===== src/rtl/alu16_sequencer.sv =====
// 16-bit AND/OR/XOR/ADD sequencer built on a shared registered 8-bit ALU.
// Low byte, then high byte, plus an optional high-byte increment when an ADD carries out of the low byte.
module alu16_sequencer (
    input  logic        clk,
    input  logic        rst_n,
    input  logic        cmd_valid,
    output logic        cmd_ready,
    input  logic [1:0]  cmd_op,
    input  logic [15:0] cmd_a,
    input  logic [15:0] cmd_b,
    output logic [7:0]  alu_a,
    output logic [7:0]  alu_b,
    output logic [3:0]  alu_funsel,
    input  logic [7:0]  alu_out,
    input  logic [3:0]  alu_flags,
    output logic        res_valid,
    input  logic        res_ready,
    output logic [15:0] res_data,
    output logic [3:0]  res_flags
);

    typedef enum logic [2:0] {
        IDLE, LO_ISS, LO_CAP, HI_ISS, HI_CAP, INC_ISS, INC_CAP, DONE
    } state_t;

    localparam logic [1:0] OP_ADD = 2'b11;

    state_t      r_state, w_next;
    logic [1:0]  r_op;
    logic [15:0] r_a, r_b;
    logic [7:0]  r_lo, r_hi;
    logic        r_c0, r_c1;
    logic [3:0]  r_flags;

    logic [3:0]  w_funsel;
    logic        w_is_add, w_inc;
    logic [15:0] w_res;
    logic        w_c1, w_c2;
    logic [3:0]  w_flags;

    always_comb begin
        w_funsel = 4'b0111;
        case (cmd_op)
            2'b00: w_funsel = 4'b0111;
            2'b01: w_funsel = 4'b1000;
            2'b10: w_funsel = 4'b1010;
            2'b11: w_funsel = 4'b0100;
            default: w_funsel = 4'b0111;
        endcase
    end

    assign w_is_add = (r_op == OP_ADD);
    assign w_inc    = w_is_add && r_c0;

    // Flags are formed from the byte arriving on alu_out, so they are ready the cycle DONE is entered.
    assign w_res   = {alu_out, r_lo};
    assign w_c1    = (r_state == HI_CAP) ? alu_flags[1] : r_c1;
    assign w_c2    = (r_state == INC_CAP) && alu_flags[1];
    assign w_flags = {w_is_add && (r_a[15] == r_b[15]) && (w_res[15] != r_a[15]),
                      w_res[15],
                      w_is_add && (w_c1 || w_c2),
                      (w_res == 16'h0000)};

    always_ff @(posedge clk or negedge rst_n) begin
        if (!rst_n) r_state <= IDLE;
        else        r_state <= w_next;
    end

    always_comb begin
        w_next = r_state;
        case (r_state)
            IDLE:    if (cmd_valid) w_next = LO_ISS;
            LO_ISS:  w_next = LO_CAP;
            LO_CAP:  w_next = HI_ISS;
            HI_ISS:  w_next = HI_CAP;
            HI_CAP:  w_next = w_inc ? INC_ISS : DONE;
            INC_ISS: w_next = INC_CAP;
            INC_CAP: w_next = DONE;
            DONE:    if (res_ready) w_next = IDLE;
            default: w_next = IDLE;
        endcase
    end

    always_comb begin
        cmd_ready = (r_state == IDLE);
        res_valid = (r_state == DONE);
    end

    always_ff @(posedge clk or negedge rst_n) begin
        if (!rst_n) begin
            r_op       <= '0;
            r_a        <= '0;
            r_b        <= '0;
            r_lo       <= '0;
            r_hi       <= '0;
            r_c0       <= 1'b0;
            r_c1       <= 1'b0;
            r_flags    <= '0;
            alu_a      <= '0;
            alu_b      <= '0;
            alu_funsel <= '0;
        end else begin
            case (r_state)
                IDLE: if (cmd_valid) begin
                    r_op       <= cmd_op;
                    r_a        <= cmd_a;
                    r_b        <= cmd_b;
                    alu_a      <= cmd_a[7:0];
                    alu_b      <= cmd_b[7:0];
                    alu_funsel <= w_funsel;
                end
                LO_CAP: begin
                    r_lo  <= alu_out;
                    r_c0  <= alu_flags[1];
                    alu_a <= r_a[15:8];
                    alu_b <= r_b[15:8];
                end
                HI_CAP: begin
                    r_hi <= alu_out;
                    r_c1 <= alu_flags[1];
                    if (w_inc) begin
                        alu_a      <= alu_out;
                        alu_b      <= 8'h01;
                        alu_funsel <= 4'b0100;
                    end else begin
                        r_flags <= w_flags;
                    end
                end
                INC_CAP: begin
                    r_hi    <= alu_out;
                    r_flags <= w_flags;
                end
                default: ;
            endcase
        end
    end

    assign res_data  = {r_hi, r_lo};
    assign res_flags = r_flags;

endmodule


===== config.mk =====
export PLATFORM = sky130hd
export DESIGN_NAME = alu16_sequencer
export DESIGN_NICKNAME = d
export VERILOG_FILES = /design/src/rtl/alu16_sequencer.sv
export SDC_FILE = /design/constraint.sdc
export NUM_CORES = 1
export LEC_CHECK = 0
export CAP_MARGIN = 10
export CORE_UTILIZATION = 51
export CTS_CLUSTER_DIAMETER = 50
export CTS_CLUSTER_SIZE = 30
export DETAILED_ROUTE_END_ITERATION = 10
export GPL_ROUTABILITY_DRIVEN = 0
export GPL_TIMING_DRIVEN = 0
export HOLD_SLACK_MARGIN = 0.08
export PLACE_DENSITY = 0.85
export SETUP_SLACK_MARGIN = 0.15
export SLEW_MARGIN = 30
export SYNTH_ARGS = -nofsm -noshare
export SYNTH_HDL_FRONTEND = slang
export SYNTH_SLANG_ARGS = --single-unit

===== constraint.sdc =====
create_clock -name clk -period 5.2 [get_ports clk]
set_input_delay 1.04 -clock clk [delete_from_list [all_inputs] [get_ports clk]]
set_output_delay 1.04 -clock clk [all_outputs]
set_load 0.02 [all_outputs]

==> impl_metrics.toml <==
[outcome]
status = "completed"

[clocking]
cts_htree_levels = 3
cts_hold_buffers = 0
postCtsSetupBuffers = 0
cts_resized = 0
clk_latency_ns = 0.34
clk_path_buf_depth = 2
clkTransAtPathRegs_ns = 0.07
cts_tree = "yes"
root_buffer = "clkbuf_8"
clkSinkCount = 63
cts-buffers-inserted = 9

[die]
core_um2 = 5610
die-area_um2 = 6250
rows = 27
ios = 92
die_w_um = 79.1
die_height_um = 79.1
start_util_pct = 54.0

[sta]
drv_slew = 0
max_freq_mhz = 296
final.min_clock_period_ns = 3.38
tightest_slew_ns = 0.739
rsz0062_at_grt = "no"
holdWs_ns = 0.485
slew_headroom_pct = 50.4
setup_violations = 0
fin_tns_setup_ns = 0
hold_viol = 0
fin_crit_sh_pct = 64.9
fin_skew_ns = 0.00795

[global_routing]
grt_overflow = 0
grt_antenna_before_repair = 0
grt_max_degree = 51
grtUsageTotal_pct = 25.4
grt_pass1_vias = 2485
grt_first_pass_wirelength_um = 11900

[finish]
areaGrowthSynthToFinish_pct = 39.9
seq_area_um2 = 1580
drive_gt1_share_pct = 18.4
fin_area_um2 = 4240
final_cell_mix = "87 x clkdlybuf4s50_1, 63 x dfrtp_1, 43 x mux2_2"
n_antenna_cell = 0
final_common_cell = "clkdlybuf4s50_1"
multi_input_area_um2 = 1360
final_util_pct = 75.6
nets = 422
fill_cells = 406

[synth]
synth_ff_type = "dfrtp_1"
synth_area_leaders = "dfrtp_1 52%, mux2_2 16%, nand2_1 3.8%"
yosysSeqAreaShare_pct = 52.0
synth_fp_nets = 322
async_reset_ff_share_pct = 100
syn_avg_cell_area_um2 = 11.2
ys_seq_elements = 63
synth_cells = 270
syn-cell-area_um2 = 3030
yosys.area.top_type = "dfrtp_1"
yosysTopAreaCellShare_pct = 52.0
yosysUniqueCellTypes = 37
yosys_warnings = 0
synth-edff-count = 0

[worst_setup_path]
critPathRequiredTime_ns = 4.16
critical-path-top-delay-family = "buffers and inverters"
cp_slowest_cell = "clkdlybuf4s50_1"
worstSetupEndpointType = "output port"
cp_data_arrival_time_ns = 2.34
critPathLaunchType = "flop"
setup.worst_path.class = "reg -> out"
worstReg2RegEnd = "r_a[14]$_DFFE_PN0P_"
critPathBufInv = 3
path_max_fanout = 10
slowest_delay_ns = 0.62
rrSetupSlack_ns = 3.02
reg2reg_depth = 6
r2r_start = "r_state[1]$_DFFE_PN0P_"
cp_cell_sequence = "clkbuf_1 -> clkbuf_1 -> and3_1 -> clkdlybuf4s50_1"
cp_common_cell = "clkbuf_1"

[placed_design]
dp_hpwl_um = 5340
io_buffers = 88
place_area_um2 = 4030

[power_and_ir_drop]
leakage_nw = 1.74
power_density_nw_per_um2 = 631
vdd_drop_max_uv = 351

[routing]
drtIter0Drc = 161
drc = 0
antenna_left = 0
num_vias = 2529
routedWlPerCell_um = 16.3
firstDrtPassIters = 4
drt-total-wl_um = 7280
routed_via_density = 5.66

[min_path]
hold_start = "r_hi[6]$_DFFE_PN0P_"
hold-path-cell-count = 2
hold_end = "r_hi[6]$_DFFE_PN0P_"
hp-class = "reg -> reg"

[run]
maxCapViolations = 0
[cells by family (layout without fill, tap and decap cells)]
kind of cell               Yosys count  in the layout  share of synthesized area [%]
buffers and inverters               21            126                           3.14
muxes                               43             43                           16.0
adders and majority gates            2              2                          0.826
DFF                                 63             63                           52.0
AOI/OAI and AO/OA                   61             61                           14.4
and+or+nand+nor                     80             80                           13.6
[where the power goes]
group	switching [W]	leakage, nW	internal (W)
Clock	0.000193	0.102	0.000268
Sequential	0.000155	0.768	0.000733
Combinational	0.000666	0.868	0.000658
[state kept, by name (all words and copies together) (netlist names)]
| name | count |
|---|---|
| r_b | 8 |
| r_c0 | 1 |
| r_a | 8 |
| alu_funsel | 4 |
| alu_b | 8 |
| alu_a | 8 |
| r_state | 3 |
| res_flags | 4 |
| r_lo | 8 |
| r_op | 2 |
| r_c1 | 1 |
| r_hi | 8 |
[worst reg2reg max path: cells and delay by family (launching register included)]
kind	cells	cell delay [ns]
and+or+nand+nor	3	0.86
buffers and inverters	2	0.44
DFF	1	0.41
muxes	1	0.36
[cell type report]
cell class	instances	area share [%]
sequential	63	37.2
multi-input combinational	186	32.0
timing repair buffer	89	21.4
clock buffer	10	3.01
tap	72	2.13
clock inverter	6	2.01
buffer	17	1.89
inverter	4	0.354
[synth_stat cells (all sizes together), types with 2 or more instances]
library cell / n
o21ai: 19
and3: 2
mux2: 43
nand2b: 4
o2bb2ai: 9
and2: 8
clkbuf: 13
o31ai: 2
a22oi: 7
a31oi: 3
nand2: 31
ha: 2
nor3b: 9
a21oi: 5
nor4: 4
buf: 4
inv: 4
nor3: 3
nor2b: 4
o211ai: 9
nor2: 11
dfrtp: 63
[worst max-delay path by stage]
stage                           start                   end  slack (ns)  cells past startpoint
4_1_cts        r_state[0]$_DFFE_PN0P_             res_valid        1.84                      4
6_report       r_state[0]$_DFFE_PN0P_             res_valid        1.82                      4
2_1_floorplan  r_state[0]$_DFFE_PN0P_             cmd_ready        2.87                      3
3_5_place_dp                cmd_valid  alu_b[7]$_DFFE_PN0P_        2.19                      5
5_1_grt        r_state[0]$_DFFE_PN0P_             res_valid        1.72                      4
3_3_place_gp                    rst_n   r_b[13]$_DFFE_PN0P_        1.11                      1
[stage by stage]
step / total power, W / instances / setup WS, ns
after floorplan: 0.00168 / 270 / 2.87
after global placement: 0.00217 / 430 / 1.11
after detailed placement: 0.00221 / 431 / 2.19
after CTS: 0.00268 / 447 / 1.84
after global routing: 0.00284 / 447 / 1.72
final: 0.00267 / 447 / 1.82
[per-layer routing]
| metal | vias up | global-route usage, % | part of all wire (%) |
|---|---|---|---|
| li1 | 1180 | - | - |
| met1 | 1225 | 32.1 | 42 |
| met2 | 107 | 40.5 | 48 |
| met3 | 17 | 7.70 | 7.2 |
| met4 | 0 | 10.4 | 2.0 |
| met5 | - | 0 | 0 |
Note: power is estimated with default switching activity, not from simulation.
